**src/rtl/crossbar_route_ctl_pkg.sv**
```systemverilog
// Shared crossbar types: selector width, port count, route-control states
// and the identity route map. Also imported by the 4x4 crossbar switch.
package strichlux_xbar_pkg;

  localparam int XBAR_PORTS = 4;

  typedef logic [1:0] xbar_sel_t;
  typedef xbar_sel_t [XBAR_PORTS-1:0] xbar_map_t;

  typedef enum logic [1:0] {
    IDLE      = 2'd0,
    CHECK     = 2'd1,
    WAIT_SYNC = 2'd2,
    APPLY     = 2'd3
  } xbar_state_t;

  localparam xbar_sel_t XBAR_SEL_A = 2'd0;
  localparam xbar_sel_t XBAR_SEL_B = 2'd1;
  localparam xbar_sel_t XBAR_SEL_C = 2'd2;
  localparam xbar_sel_t XBAR_SEL_D = 2'd3;

  // Element 0 is input a.
  localparam xbar_map_t XBAR_IDENTITY_MAP = {XBAR_SEL_D, XBAR_SEL_C, XBAR_SEL_B, XBAR_SEL_A};

endpackage

```
**src/rtl/crossbar_route_ctl_perm_check.sv**
```systemverilog
// Sequential duplicate-destination checker: walks the route map one input per
// cycle, marking used outputs; dup reports any output claimed twice.
module xbar_perm_check
  import strichlux_xbar_pkg::*;
(
  input  logic      clk,
  input  logic      rst,
  input  logic      start,
  input  logic      en,
  input  xbar_map_t map,
  output logic      done,
  output logic      dup
);

  logic [1:0]            idx_p0;
  logic [XBAR_PORTS-1:0] used_p0;
  logic                  dup_p0;
  logic                  dup_now;

  // The current index is folded in combinationally so the verdict is ready
  // in the same cycle the last input is examined.
  assign dup_now = used_p0[map[idx_p0]];
  assign done    = en && (idx_p0 == 2'd3);
  assign dup     = dup_p0 | dup_now;

  always_ff @(posedge clk) begin
    if (rst || start) begin
      idx_p0  <= '0;
      used_p0 <= '0;
      dup_p0  <= 1'b0;
    end else if (en) begin
      idx_p0            <= idx_p0 + 2'd1;
      used_p0[map[idx_p0]] <= 1'b1;
      dup_p0            <= dup_p0 | dup_now;
    end
  end

endmodule

```
**src/rtl/crossbar_route_ctl.sv**
```systemverilog
// Crossbar route controller: shadow route map, permutation check, and atomic
// frame-synchronous apply. Define XBAR_ROUTE_IMMEDIATE_EN to apply right after the check.
module crossbar_route_ctl
  import strichlux_xbar_pkg::*;
#(
  parameter int unsigned SYNC_TIMEOUT = 16'hFFFF,
  parameter int unsigned TIMEOUT_W    = 16
) (
  input  logic      clk_in,
  input  logic      rst_in,
  input  logic      cmd_valid_in,
  output logic      cmd_ready_out,
  input  logic [1:0] cmd_input_in,
  input  logic [1:0] cmd_output_in,
  input  logic      commit_in,
  input  logic      frame_sync_in,
  output xbar_sel_t xbar_selectors_a,
  output xbar_sel_t xbar_selectors_b,
  output xbar_sel_t xbar_selectors_c,
  output xbar_sel_t xbar_selectors_d,
  output logic      busy_out,
  output logic      error_out,
  output logic      timeout_out
);

  xbar_state_t state_p0;
  xbar_state_t state_nxt;
  xbar_map_t   shadow_map_p0;
  xbar_map_t   active_map_p1;

  logic cmd_fire;
  logic chk_start;
  logic chk_en;
  logic chk_done;
  logic chk_dup;
  logic chk_reject;

  assign cmd_fire   = cmd_valid_in && (state_p0 == IDLE);
  assign chk_start  = commit_in && (state_p0 == IDLE);
  assign chk_en     = (state_p0 == CHECK);
  assign chk_reject = chk_done && chk_dup;

  xbar_perm_check u_perm_check (
    .clk   (clk_in),
    .rst   (rst_in),
    .start (chk_start),
    .en    (chk_en),
    .map   (shadow_map_p0),
    .done  (chk_done),
    .dup   (chk_dup)
  );

`ifndef XBAR_ROUTE_IMMEDIATE_EN
  logic [TIMEOUT_W-1:0] wait_cnt_p0;
  logic                 timeout_hit;

  assign timeout_hit = (wait_cnt_p0 == TIMEOUT_W'(SYNC_TIMEOUT - 1));

  // Counter runs only in WAIT_SYNC, so it is zero on every entry.
  always_ff @(posedge clk_in) begin
    if (rst_in || (state_p0 != WAIT_SYNC)) wait_cnt_p0 <= '0;
    else                                   wait_cnt_p0 <= wait_cnt_p0 + 1'b1;
  end
`endif

  always_ff @(posedge clk_in) begin
    if (rst_in) state_p0 <= IDLE;
    else        state_p0 <= state_nxt;
  end

  always_comb begin
    state_nxt = state_p0;
    case (state_p0)
      IDLE: if (commit_in) state_nxt = CHECK;
      CHECK: begin
        if (chk_done) begin
          if (chk_dup) state_nxt = IDLE;
          else begin
`ifdef XBAR_ROUTE_IMMEDIATE_EN
            state_nxt = APPLY;
`else
            state_nxt = WAIT_SYNC;
`endif
          end
        end
      end
`ifndef XBAR_ROUTE_IMMEDIATE_EN
      WAIT_SYNC: if (frame_sync_in || timeout_hit) state_nxt = APPLY;
`endif
      APPLY:   state_nxt = IDLE;
      default: state_nxt = IDLE;
    endcase
  end

  always_comb begin
    cmd_ready_out = (state_p0 == IDLE);
    busy_out      = (state_p0 != IDLE);
    error_out     = chk_reject;
`ifdef XBAR_ROUTE_IMMEDIATE_EN
    timeout_out   = 1'b0;
`else
    timeout_out   = (state_p0 == WAIT_SYNC) && !frame_sync_in && timeout_hit;
`endif
  end

  // Shadow/active maps: writes only in IDLE, rejection restores the shadow,
  // and APPLY swaps the whole map in one edge.
  always_ff @(posedge clk_in) begin
    if (rst_in) begin
      shadow_map_p0 <= XBAR_IDENTITY_MAP;
      active_map_p1 <= XBAR_IDENTITY_MAP;
    end else begin
      if (cmd_fire)   shadow_map_p0[cmd_input_in] <= cmd_output_in;
      if (chk_reject) shadow_map_p0 <= active_map_p1;
      if (state_p0 == APPLY) active_map_p1 <= shadow_map_p0;
    end
  end

  assign xbar_selectors_a = active_map_p1[0];
  assign xbar_selectors_b = active_map_p1[1];
  assign xbar_selectors_c = active_map_p1[2];
  assign xbar_selectors_d = active_map_p1[3];

endmodule
```
**config.mk**
```make
export PLATFORM = sky130hd
export DESIGN_NAME = crossbar_route_ctl
export DESIGN_NICKNAME = d
export VERILOG_FILES = /design/src/rtl/crossbar_route_ctl_pkg.sv /design/src/rtl/crossbar_route_ctl_perm_check.sv /design/src/rtl/crossbar_route_ctl.sv
export SDC_FILE = /design/constraint.sdc
export NUM_CORES = 1
export LEC_CHECK = 0
export ABC_CLOCK_PERIOD_IN_PS = 2400
export BUFFER_PORTS_ARGS = -buffer_cell sky130_fd_sc_hd__buf_2
export CORE_ASPECT_RATIO = 0.9
export CORE_MARGIN = 8
export CORE_UTILIZATION = 57
export DETAILED_ROUTE_END_ITERATION = 7
export PLACE_DENSITY = 0.81
export RECOVER_POWER = 100
export SYNTH_ARGS = -nofsm -noshare
export SYNTH_HDL_FRONTEND = slang
export SYNTH_SLANG_ARGS = --single-unit
```
**constraint.sdc**
```tcl
create_clock -name clk_in -period 2.4 [get_ports clk_in]
set_input_delay 0.36 -clock clk_in [delete_from_list [all_inputs] [get_ports clk_in]]
set_output_delay 0.36 -clock clk_in [all_outputs]
set_load 0.02 [all_outputs]
```
Word level (Yosys, flattened, before mapping). Index checks and enable logic that the tools add are counted.

Bits in registers: 41. Output and inout port bits: 12. Logic and storage cells: 63.

Bitwise operators: 2. Order comparisons: 5. Add/subtract/negate cells: 2. Reduce and logical (&&, ||, !) cells: 16. Equal/unequal tests: 9. Multiplexer cells: 16.

Operators by type and width (number): $add 16x1->16 const B (1); $eq 16x16->1 const B (1); $mux 8 (2); $mux 2 (6); $lt 2x3->1 const B (3); $bwmux 8 (1); $logic_and 1x1->1 (8); $pmux 2 s4 (1); $eq 2x2->1 const B (3); $ne 2x2->1 const B (3); $bmux 2 s2 (1); $demux 2 s2 (1); $ge 2x1->1 const B (2); $or 4x4->4 (1); $reduce_bool 2->1 (2); $logic_or 1x1->1 (3); $reduce_and 3->1 (1); $add 2x1->2 const B (1); $bmux 1 s2 (1); $demux 1 s2 (1); $eq 2x1->1 const B (1); $logic_not 2->1 (1); $mux 1 (2); $ne 2x1->1 const B (1); other kinds (2) (2).

Longest topological paths before layout. Gate-level depths: netlist of the first run.

Word-level depth: 8. Mapped depth: 7.

Cells and area by module. A second synthesis of the first run with hierarchy kept.

Cell total of the unflattened synthesis: 223. Area, all modules: 2040.7 um^2.

By module, submodules not included: crossbar_route_ctl (cells an instance 186, instances 1, area an instance 1685.4 um^2); xbar_perm_check (cells an instance 37, instances 1, area an instance 355.3 um^2).

Worst setup path after synthesis of the first run. No wires, ideal clock.

Path type: register -> output. From: register wait_cnt_p0[10]. To: output port timeout_out. Arrival time: 1874 ps. Required time: 2040 ps. Path slack: 166 ps. Cell stages (with the launch flop): 5. Cell sequence: dfxtp_1 > and3_1 > nand3_1 > or4_1 > nor4b_1.

Word-level cells in the longest chain between the ends: 2.

Ends and longest elaborated chain: from (decl) (line crossbar_route_ctl.sv:54) `logic [TIMEOUT_W-1:0] wait_cnt_p0;`; from (signal assigned) (line crossbar_route_ctl.sv:62) `else wait_cnt_p0 <= wait_cnt_p0 + 1'b1;`; $eq 16x16->1 (line crossbar_route_ctl.sv:57) `assign timeout_hit = (wait_cnt_p0 == TIMEOUT_W'(SYNC_TIMEOUT - 1));`; $logic_and 1x1->1 (line crossbar_route_ctl.sv:102) `timeout_out = (state_p0 == WAIT_SYNC) && !frame_sync_in && timeout_hit;`; to (decl) (line crossbar_route_ctl.sv:23) `output logic timeout_out`.

Every way passes these cells.

Final worst setup path of the first run.
From: register u_perm_check.idx_p0[0]. To: output port error_out.

Word-level cells in the longest chain between the ends: 6. Elaborated cells between the ends (all ways): 8.

Ends and longest elaborated chain: from (decl) (line crossbar_route_ctl_perm_check.sv:15) `logic [1:0] idx_p0;`; from (signal assigned) (line crossbar_route_ctl_perm_check.sv:32) `idx_p0 <= idx_p0 + 2'd1;`; $bmux 2 s2 (line crossbar_route_ctl_perm_check.sv:22) `assign dup_now = used_p0[map[idx_p0]];`; $mux 2 (not written as such) (line crossbar_route_ctl_perm_check.sv:22); $bmux 1 s2 (line crossbar_route_ctl_perm_check.sv:22); $mux 1 (not written as such) (line crossbar_route_ctl_perm_check.sv:22); $or 1x1->1 (line crossbar_route_ctl_perm_check.sv:24) `assign dup = dup_p0 | dup_now;`; $logic_and 1x1->1 * (line crossbar_route_ctl.sv:41) `assign chk_reject = chk_done && chk_dup;`; to (decl) (line crossbar_route_ctl.sv:22) `output logic error_out,`.

Every way passes the cells marked *; elsewhere a longest branch is shown, timed or not. The select of a mux whose other input is x is not followed.

==> metrics.md, run 1 <==
| Metric | Value |
|---|---|
| Final Hold Viols | `0` |
| Mapped Area | `1900 µm²` |
| Number of diodes | `0` |
| Count of different cell masters after synthesis | `41` |
| R2R depth | `6` |
| Num CTS Buffers | `5` |
| Yosys top cell by area | `dfxtp_1` |
| H-tree depth | `2` |
| DP HPWL | `2.84 mm` |
| Fin nets | `245` |
| Met3 wire length | `151 µm` |
| Setup crit end | `error_out` |
| Register area share after synthesis | `43.2%` |
| Setup-failing EPs final | `0` |
| Chip height | `70.7 µm` |
| First-pass GRT wire length | `6.61 mm` |
| Highest routing layer actually used | `met4` |
| Final Skew | `0.00364 ns` |
| R2r setup slk | `0.26 ns` |
| WP data required | `2.04 ns` |
| DR WL/cell | `14.4 µm` |
| WL met2 | `1.89 mm` |
| # rows | `20` |
| Max Transition Viols Final | `0` |
| Drt first-iter violations | `120` |
| Post-place setup slack | `0.229 ns` |
| Post-synth EDFFs | `0` |
| Syn Area/Cell | `9.17 µm²` |
| Leakage | `0.765 nW` |
| Most used flip-flop cell after synthesis | `dfxtp_1` |
| DR vias | `1539` |
| Max-cap violation count | `0` |
| Outcome | `completed` |
| GPL Wtd Cong | `0.843` |
| Share of cells above drive strength 1 | `18.8%` |
| Placed instance area | `2060 µm²` |
| Yosys top cell area share | `43.2%` |
| Hold buffers post-CTS | `0` |
| Largest net degree at the start of global routing | `19` |
| Gr usage total | `15.0%` |
| CP Class | `register to output port` |
| Final period util | `97.9%` |
| Fin util | `66.6%` |
| Critical Path Source Type | `register` |
| CP arrival | `1.99 ns` |
| Antenna viol nets, final | `0` |
| Initial antenna violation count | `0` |
| Worst-Skew Late Latency | `0.29 ns` |
| RSZ-0062 raised after global routing | `true` |
| Net count after synthesis | `219` |
| RR Endpoint | `shadow_map_p0[4]$_SDFFE_PP0P_` |
| Crit path time final | `2.35 ns` |
| Met1 Routed Length | `1.91 mm` |
| Post-route DRC | `0` |
| Grt total ovfl | `0` |
| Starting density of the core | `57.9%` |
| Slew @ Worst Pin | `0.540 ns` |
| Finished Cell Area | `2180 µm²` |
| Setup_tns | `0 ns` |
| Die W | `76.8 µm` |
| Syn-to-layout area delta | `15.0%` |
| Launch point of the worst reg-to-reg path | `u_perm_check.idx_p0[0]$_SDFFE_PP0P_` |
| Cells after synthesis | `207` |
| Critical path capture point type | `output port` |
| Clock sinks | `41` |
| Full die area | `5430 µm²` |
| Filler Cells Inserted | `261` |
| Clock root buffer master | `clkbuf_8` |
| Yosys reg bits | `41` |
| Clock Path Buffers | `2` |
| Final worst slack | `0.0500 ns` |
| DR pass1 iterations | `4` |
| Most numerous cell in the Yosys netlist | `dfxtp_1` |
| Pwr dens | `634 nW/µm²` |
| VDD IR-drop max | `0.404 mV` |
| Most frequent cells after synthesis | `dfxtp_1, nor2_1, nand2_1, nand3_1, a21oi_1` |
| Ys Warns | `0` |
| Ys async rst share | `0%` |
| CORE AREA | `3280 µm²` |
| Maximum fanout along the worst path | `4` |
| Via/cell ratio | `5.54` |
| FMAX | `0.426 GHz` |
| Routed wire length | `3.99 mm` |
| Slew Limit Headroom | `63.9%` |
| Largest cells by area after synthesis | `dfxtp_1, nor2_1, nand3_1` |
| IO Pins | `21` |
| Vias in the first global route | `1411` |
| HP Class | `input pin to register` |
| CTS tree | `done` |
| I/O Buffers | `20` |
| Setup crit start | `u_perm_check.idx_p0[0]$_SDFFE_PP0P_` |
| Clk slew on worst S/H paths | `0.08 ns` |
-- flip-flops by register name (all words and copies together) (netlist names), 2 cells and up, named ones only --
signal	count
u_perm_check.idx_p0	2
wait_cnt_p0	16
xbar_selectors_b	2
u_perm_check.used_p0	4
xbar_selectors_d	2
xbar_selectors_c	2
xbar_selectors_a	2
shadow_map_p0	8
-- report_power, final --
group / internal [W] / switching [W]
Sequential: 0.000689 / 0.0000140
Clock: 0.000338 / 0.000235
Combinational: 0.0000471 / 0.0000602
-- repair_timing --
item	CTS	global route
gates cloned	0	0
resized for setup	4	3
setup buffers	0	1
endpoints found under the setup margin	1	2
-- routing by layer --
layer	vias up	global-route usage, %
met3	5	3.80
met4	0	5.12
met1	717	19.9
met2	36	22.9
li1	781	-
met5	-	0
-- kinds of logic after synthesis --
group	Yosys count	synth area share, %
simple gates	91	23.1
flops	41	43.2
compound gates	28	11.6
buf+inv	16	3.56
xor+xnor	14	6.46
mux	14	10.0
fa+ha+maj	3	1.98
-- through the flow --
stage               cells  hold slack [ns]  total power (W)
floorplan             207            0.441         0.000790
global placement      269            0.459         0.000822
detailed placement    269            0.462         0.000825
CTS                   277            0.353          0.00139
global route          278            0.370          0.00143
finish                278            0.358          0.00138
-- area by class of cell --
class | instances | area, µm² | share of cell area (%)
multi-input cells | 150 | 1010 | 46.4
flip-flops and latches | 41 | 826 | 37.8
repair buffers | 28 | 144 | 6.59
clock buffers | 6 | 82.6 | 3.78
well taps | 44 | 55.1 | 2.52
clock inverters | 2 | 37.5 | 1.72
inverters | 7 | 26.3 | 1.20
-- placed cells by master (no fill, tap or decap), types with 2 or more instances in the layout --
master    instances
mux2i_1           6
nor2_1           32
a211oi_1          5
buf_4             7
mux2_2            4
nand4b_1          2
dfxtp_1          39
xnor2_1           6
ha_1              3
mux4_2            2
clkbuf_1         11
a31oi_1           5
inv_1             7
a21oi_1          10
buf_2            10
nand2_1          19
xor2_1            8
nand4_1           8
o31ai_2           2
nand3_1          16
clkbuf_8          6
nor3_1            2
-- worst max-delay path: stages, from the launching register on --
cell and delay [ns]:
dfxtp_4 0.38, mux4_2 0.59, mux2i_4 0.23, a22oi_4 0.18
and2_4 0.17, buf_4 0.13
-- worst min-delay path by stage --
| stage | slack [ns] | cells after the start | endpoint | startpoint |
|---|---|---|---|---|
| final | 0.36 | 2 | state_p0[0]$_SDFFE_PP0P_ | commit_in |
| after global routing | 0.37 | 2 | state_p0[0]$_SDFFE_PP0P_ | commit_in |
| after CTS | 0.35 | 2 | state_p0[0]$_SDFFE_PP0P_ | commit_in |
| after detailed placement | 0.46 | 2 | xbar_selectors_c[0]$_SDFFE_PP0N_ | xbar_selectors_c[0]$_SDFFE_PP0N_ |
| after global placement | 0.46 | 2 | xbar_selectors_c[0]$_SDFFE_PP0N_ | xbar_selectors_c[0]$_SDFFE_PP0N_ |
| after floorplan | 0.44 | 1 | wait_cnt_p0[0]$_SDFF_PP0_ | wait_cnt_p0[0]$_SDFF_PP0_ |
No activity file was read; power rests on OpenSTA's default activity.
==> run 2, diff against run 1 <==
Settings changed: SYNTH_HIERARCHICAL set to 1.
==> run 2 against run 1 <==
Effect of this change: the run now ends with negative setup slack left; sequential power fell by 0.6%; count of clock-buffer cells in the layout rose by 2; highest routed layer unchanged; cell count rose by 8.6%.
==> metrics.md, run 2 <==
| Metric | Value |
|---|---|
| Outcome | `complete, but fails checks` |
| Violated checks | `negative setup slack` |
| Non-filler cells, final | `302 (+8.6%)` |
| Routed wire length | `4.75 mm (+19%)` |
| R2r setup slk | `-0.03 ns (-0.29 ns)` |
| DR vias | `1821 (+18%)` |
| R2R depth | `9 (+3)` |
| Num CTS Buffers | `5 (unchanged)` |
| Final worst slack | `-0.101 ns (-0.151 ns)` |
| Pwr dens | `524 nW/µm² (-17%)` |
| Vias in the first global route | `1631 (+16%)` |
| DR WL/cell | `15.7 µm (+9.5%)` |
| # rows | `20 (unchanged)` |
| Register area share after synthesis | `40.2% (-3.0 points)` |
| Yosys top cell area share | `40.2% (-3.0 points)` |
| CP Class | `register to output port` |
| Hold buffers post-CTS | `0 (unchanged)` |
| Setup_tns | `-0.134 ns (-0.134 ns)` |
| Final period util | `104% (+6.3 points)` |
| GPL Wtd Cong | `0.866 (+2.8%)` |
| Net count after synthesis | `235 (+7.3%)` |
| Crit path time final | `2.50 ns (+0.151 ns)` |
| Leakage | `0.839 nW (+9.6%)` |
| DR pass1 iterations | `4 (unchanged)` |
| CTS tree | `done` |
| Yosys top cell by area | `dfxtp_1` |
| Placed instance area | `2170 µm² (+5.0%)` |
| DP HPWL | `3.06 mm (+7.6%)` |
| Max-cap violation count | `0 (unchanged)` |
| Grt total ovfl | `0 (unchanged)` |
| Largest net degree at the start of global routing | `30 (+11)` |
| Ys Warns | `6 (+6)` |
| Internal Pwr Total | `0.000957 W (-11%)` |
| Largest Register | `wait_cnt_p0` |
| Full die area | `5750 µm² (+5.9%)` |
| Sequential share of power | `55.4% (+4.6 points)` |
| CP arrival | `2.14 ns (+0.15 ns)` |
| Most frequent cells in the layout | `dfxtp_1, nor2_1, buf_4` |
| Worst-Skew Late Latency | `0.29 ns (about the same)` |
| Yosys reg bits | `41 (unchanged)` |
| Post-synth EDFFs | `0 (unchanged)` |
| Clock Path Buffers | `2 (unchanged)` |
| Setup-failing EPs final | `2 (+2)` |
| Max Transition Viols Final | `0 (unchanged)` |
| Clk network pwr share | `34.4% (-7.0 points)` |
| Slew Limit Headroom | `46.8% (-17 points)` |
| Mapped Area | `2040 µm² (+7.5%)` |
| Starting density of the core | `60.0% (+2.1 points)` |
| Filler Cells Inserted | `263 (+0.77%)` |
| Fin util | `70.7% (+4.1 points)` |
| Hold Path Origin | `cmd_output_in[1]` |
| IO Pins | `21 (unchanged)` |
| FMAX | `0.400 GHz (-6.0%)` |
| Top flop regs | `wait_cnt_p0 x16, shadow_map_p0 x8, u_perm_check/used_p0 x4` |
| Cells after synthesis | `223 (+7.7%)` |
| Launch point of the worst reg-to-reg path | `u_perm_check/idx_p0[0]$_SDFFE_PP0P_` |
| Clock sinks | `41 (unchanged)` |
| Max FFs per register | `16 (unchanged)` |
| WP data required | `2.04 ns (about the same)` |
| Chip height | `72.8 µm (+2.9%)` |
| VDD IR-drop max | `0.315 mV (-22%)` |
| Most common cell after layout, fill and taps aside | `dfxtp_1` |
| Most used flip-flop cell after synthesis | `dfxtp_1` |
| Syn Area/Cell | `9.15 µm² (-0.20%)` |
| HP Class | `input pin to register` |
| Share of cells above drive strength 1 | `22.5% (+3.7 points)` |
| Final Hold Viols | `0 (unchanged)` |
| Slew @ Worst Pin | `0.798 ns (+0.258 ns)` |
| Number of diodes | `0 (unchanged)` |
| Maximum fanout along the worst path | `3 (-1)` |
| Most numerous cell in the Yosys netlist | `dfxtp_1` |
| Comb power frac | `10.2% (+2.4 points)` |
| Switching Fraction | `24.1% (+1.7 points)` |
| Count of different cell masters after synthesis | `53 (+29%)` |
| Largest cells by area after synthesis | `dfxtp_1, mux2i_1, nor2_1` |
| Final Skew | `0.00615 ns (+0.00251 ns)` |
| Clk slew on worst S/H paths | `0.07 ns (about the same)` |
| Drt first-iter violations | `165 (+38%)` |
| Post-route DRC | `0 (unchanged)` |
| Critical path capture point type | `output port` |
| Most frequent cells after synthesis | `dfxtp_1, nor2_1, nand2_1, a21oi_1` |
| NetSw | `0.000303 W (-1.9%)` |
| Clock root buffer master | `clkbuf_8` |
| I/O Buffers | `20 (unchanged)` |
| RSZ-0062 raised after global routing | `true` |
| Via/cell ratio | `6.03 (+8.9%)` |
| Hold Path Sink | `shadow_map_p0[1]$_SDFFE_PP0P_` |
| Antenna viol nets, final | `0 (unchanged)` |
| Finished Cell Area | `2410 µm² (+10%)` |
| First-pass GRT wire length | `7.67 mm (+16%)` |
| Gr usage total | `16.6% (+1.6 points)` |
| Placed Cells | `281 (+4.5%)` |
| Ys async rst share | `0% (unchanged)` |
| Fin nets | `269 (+9.8%)` |
| H-tree depth | `2 (unchanged)` |
| Die W | `79.1 µm (+2.9%)` |
| CORE AREA | `3400 µm² (+3.8%)` |
| Critical Path Source Type | `register` |
| Initial antenna violation count | `0 (unchanged)` |
| Hold WS | `0.410 ns (+0.0526 ns)` |
| RR Endpoint | `shadow_map_p0[6]$_SDFFE_PP1P_` |
| Syn-to-layout area delta | `17.9%` |
| Hold Path Depth | `3 (+1)` |
==> run 2: changes by cell type in the layout (fill, tap and decap cells not counted), sizes merged, moves of 6 or more <==
cell,change
xor2,-7
nor3,+8
nand3,-7
nor2,-12
nand2b,+6
buf,+11
==> run 2: per-layer routing <==
| layer | GRT usage (%) | vias to the layer above | share of wire, % |
|---|---|---|---|
| met2 | 25.6 | 55 | 49 |
| met4 | 5.95 | 0 | 1.1 |
| met5 | 0 | - | 0 |
| met1 | 22.0 | 864 | 45 |
| li1 | - | 896 | - |
| met3 | 3.82 | 6 | 5.1 |
==> run 2: worst max path at each step <==
stage	from	endpoint	slack, ns	cells after the start
2_1_floorplan	u_perm_check/idx_p0[0]$_SDFFE_PP0P_	shadow_map_p0[6]$_SDFFE_PP1P_	0.009	9
3_3_place_gp	u_perm_check/idx_p0[0]$_SDFFE_PP0P_	error_out	0.09	7
3_5_place_dp	u_perm_check/idx_p0[0]$_SDFFE_PP0P_	shadow_map_p0[7]$_SDFFE_PP1P_	0.02	8
4_1_cts	u_perm_check/idx_p0[0]$_SDFFE_PP0P_	error_out	-0.10	7
5_1_grt	u_perm_check/idx_p0[0]$_SDFFE_PP0P_	error_out	-0.16	7
6_report	u_perm_check/idx_p0[0]$_SDFFE_PP0P_	error_out	-0.10	7
==> run 2: final cells by class <==
type,count,area (µm²),area share [%]
inverters,9,36.3,1.51
flip-flops and latches,41,822,34.2
multi-input cells,161,1180,49.0
clock buffers,8,80.1,3.33
well taps,44,55.1,2.29
repair buffers,39,233,9.67
==> run 2: logic make-up after synthesis <==
family	share of synthesized area, %
simple gates	29.5
compound gates	14.7
flops	40.2
buf+inv	5.27
mux	6.81
xor+xnor	1.72
fa+ha+maj	1.84
==> run 2: power groups by stage <==
| stage | logic [W] | clock network (W) | registers, W |
|---|---|---|---|
| after floorplan | 0.0000762 | 0 | 0.000711 |
| after global placement | 0.0000978 | 0 | 0.000713 |
| after detailed placement | 0.0000983 | 0 | 0.000714 |
| after CTS | 0.000113 | 0.000445 | 0.000698 |
| after global routing | 0.000139 | 0.000473 | 0.000700 |
| final | 0.000129 | 0.000433 | 0.000699 |
==> run 2: through the flow <==
step / worst slack, ns / power (W)
floorplan: 0.00875 / 0.000787
global placement: 0.0876 / 0.000811
detailed placement: 0.0188 / 0.000812
CTS: -0.103 / 0.00126
global route: -0.163 / 0.00131
finish: -0.101 / 0.00126
==> run 2: repair_timing <==
action                     in CTS  in global routing
cloned                          0                  0
pin swaps                       2                  1
setup buffers                  12                  1
resized for setup               7                 13
setup endpoints to repair       1                  7
==> run 2: worst max-delay path, stage by stage (launching register included) <==
cell,delay [ns]
dfxtp_2,0.36
mux4_2,0.57
mux2i_2,0.26
nor2_1,0.07
or3_4,0.35
nand2_4,0.09
inv_4,0.04
buf_6,0.12
==> run 3, diff against run 2 <==
Settings changed: CORE_ASPECT_RATIO 0.9 to not set, REMOVE_ABC_BUFFERS set to 1.
==> run 3 against run 2 <==
Effect of this change: the flow still finishes with violations (negative setup slack); clock skew up 0.013 ns; count of clock-buffer cells in the layout down 1; sequential cell count unchanged; critical path type unchanged; die area about the same.
==> metrics.md, run 3 (synthesis results as in run 2) <==
| Metric | Value |
|---|---|
| DR WL/cell | `15.9 µm (+0.87%)` |
| I/O Buffers | `20 (unchanged)` |
| Final period util | `110% (+5.6 points)` |
| Slowest-stage cell, CP | `mux4_2` |
| Max-cap violation count | `0 (unchanged)` |
| FMAX | `0.379 GHz (-5.1%)` |
| Top flop regs | `wait_cnt_p0 x16, shadow_map_p0 x8, u_perm_check/used_p0 x4` |
| Grt total ovfl | `0 (unchanged)` |
| CP Buf/Inv Count | `2 (unchanged)` |
| Vias in the first global route | `1673 (+2.6%)` |
| Die W | `75.8 µm (-4.1%)` |
| Critical path cell sequence | `mux4_2 > mux2i_2 > nor2_1 > or3_4 > nand2_4 > inv_4 > buf_6` |
| # rows | `21 (+5.0%)` |
| Hold buffers post-CTS | `0 (unchanged)` |
| Largest Register | `wait_cnt_p0` |
| Full die area | `5750 µm² (about the same)` |
| Worst-Skew Late Latency | `0.36 ns (+0.07 ns)` |
| Maximum fanout along the worst path | `4 (+1)` |
| Largest net degree at the start of global routing | `30 (unchanged)` |
| CP Class | `register to output port` |
| Fin nets | `263 (-2.2%)` |
| Clock sinks | `41 (unchanged)` |
| Slew @ Worst Pin | `0.846 ns (+0.0480 ns)` |
| CTS tree | `done` |
| IO Pins | `21 (unchanged)` |
| DR vias | `1803 (-0.99%)` |
| Final Skew | `0.0189 ns (+0.0127 ns)` |
| DP HPWL | `3.00 mm (-2.0%)` |
| Syn-to-layout area delta | `17.5%` |
| Post-place setup slack | `-0.0483 ns (-0.0671 ns)` |
| Final worst slack | `-0.236 ns (-0.135 ns)` |
| Gr usage total | `18.0% (+1.4 points)` |
| Critical path capture point type | `output port` |
| Setup-failing EPs final | `4 (+2)` |
| Clock root buffer master | `clkbuf_4` |
| Outcome | `complete, but fails checks` |
| Critical Path Source Type | `register` |
| Via/cell ratio | `6.05 (+0.34%)` |
| First-pass GRT wire length | `7.92 mm (+3.3%)` |
| CP arrival | `2.28 ns (+0.14 ns)` |
| WP data required | `2.04 ns (about the same)` |
| Num CTS Buffers | `5 (unchanged)` |
| Crit path largest cell delay | `0.57 ns (about the same)` |
| Post-route DRC | `0 (unchanged)` |
| GPL Wtd Cong | `0.841 (-2.9%)` |
| DR pass1 iterations | `4 (unchanged)` |
| HP Class | `input pin to register` |
| Number of diodes | `0 (unchanged)` |
| Crit path time final | `2.64 ns (+0.135 ns)` |
| Clk slew on worst S/H paths | `0.12 ns (+0.05 ns)` |
| Most common cell after layout, fill and taps aside | `dfxtp_1` |
| H-tree depth | `2 (unchanged)` |
| CORE AREA | `3390 µm² (-0.40%)` |
| Violated checks | `negative setup slack` |
| Max Transition Viols Final | `0 (unchanged)` |
| Initial antenna violation count | `0 (unchanged)` |
| Crit-path leading delay family | `multiplexers` |
| Drt first-iter violations | `170 (+3.0%)` |
| Share of cells above drive strength 1 | `21.4% (-1.1 points)` |
| Leakage | `0.822 nW (-2.0%)` |
| Total Power | `0.00131 W (+3.6%)` |
| Chip height | `75.8 µm (+4.2%)` |
| Most frequent cells in the layout | `dfxtp_1, nor2_1, nand2_1` |
| Routed wire length | `4.73 mm (-0.46%)` |
| Starting density of the core | `60.2% (+0.24 points)` |
| Final Hold Viols | `0 (unchanged)` |
| Antenna viol nets, final | `0 (unchanged)` |
| Max FFs per register | `16 (unchanged)` |
| Clock Path Buffers | `2 (unchanged)` |
| VDD IR-drop max | `0.376 mV (+19%)` |
| Slew Limit Headroom | `43.6% (-3.2 points)` |
| RSZ-0062 raised after global routing | `true` |
| Pwr dens | `545 nW/µm² (+4.0%)` |
-- run 3: cell types whose count changed in the layout (fill, tap and decap cells not counted), moves of 2 or more --
cell / previous run / this run
a2111oi_2: 3 / 1
clkbuf_1: 14 / 12
clkbuf_8: 5 / 1
buf_4: 18 / 12
a2111oi_4: 0 / 2
clkbuf_4: 0 / 5
-- run 3: repair_timing --
action,4_1_cts,5_1_grt
gates cloned,0,0
setup endpoints to repair,6,9
pin swaps,2,2
buffers inserted,8,1
gates resized for setup,13,11
-- run 3: worst paths after layout --
| path | to | from | slack (ns) | cells after the start |
|---|---|---|---|---|
| max | error_out | u_perm_check/idx_p0[0]$_SDFFE_PP0P_ | -0.24 | 7 |
| min | shadow_map_p0[1]$_SDFFE_PP0P_ | cmd_output_in[1] | 0.36 | 3 |
| max reg2reg | shadow_map_p0[6]$_SDFFE_PP1P_ | u_perm_check/idx_p0[0]$_SDFFE_PP0P_ | -0.11 | 9 |
| min reg2reg | xbar_selectors_c[0]$_SDFFE_PP0N_ | xbar_selectors_c[0]$_SDFFE_PP0N_ | 0.48 | 2 |
-- run 3: final cells by class --
| class | instances | area, µm² |
|---|---|---|
| Fill cell | 257 | 991 |
| Clock buffer | 7 | 55.1 |
| Timing Repair Buffer | 33 | 188 |
| Clock inverter | 1 | 30.0 |
| Multi-Input combinational cell | 161 | 1210 |
| Tap cell | 46 | 57.6 |
| Sequential cell | 41 | 825 |
| Inverter | 9 | 36.3 |
-- run 3: layer usage --
layer | routed length (µm) | GRT usage (%) | up-vias
met3 | 314 | 5.26 | 7
met4 | 64 | 7.68 | 0
met1 | 2120 | 23.0 | 836
met2 | 2230 | 27.4 | 77
met5 | 0 | 0 | -
li1 | - | - | 883
-- run 3: stage by stage --
stage / instance area [µm²] / utilization [%] / hold WS, ns / TNS, ns / std cells
4_1_cts: 2340 / 69.0 / 0.333 / -0.258 / 297
3_3_place_gp: 2160 / 63.8 / 0.454 / 0 / 282
6_report: 2400 / 70.8 / 0.358 / -0.396 / 298
2_1_floorplan: 1970 / - / 0.429 / -0.724 / 211
5_1_grt: 2400 / 70.8 / 0.386 / -1.07 / 298
3_5_place_dp: 2160 / 63.8 / 0.461 / -0.123 / 282
-- run 3: tightest hold or removal path, stage by stage --
cell      delay, ns
buf_2          0.14
nand3b_1       0.09
a311oi_1       0.08
-- run 3: power by group --
part           internal (W)  total (W)  switching (W)  leakage [nW]
combinational     0.0000594   0.000131      0.0000712         0.444
clock              0.000249   0.000477       0.000228        0.0455
sequential         0.000690   0.000700     0.00000929         0.332
total              0.000999    0.00131       0.000308         0.822
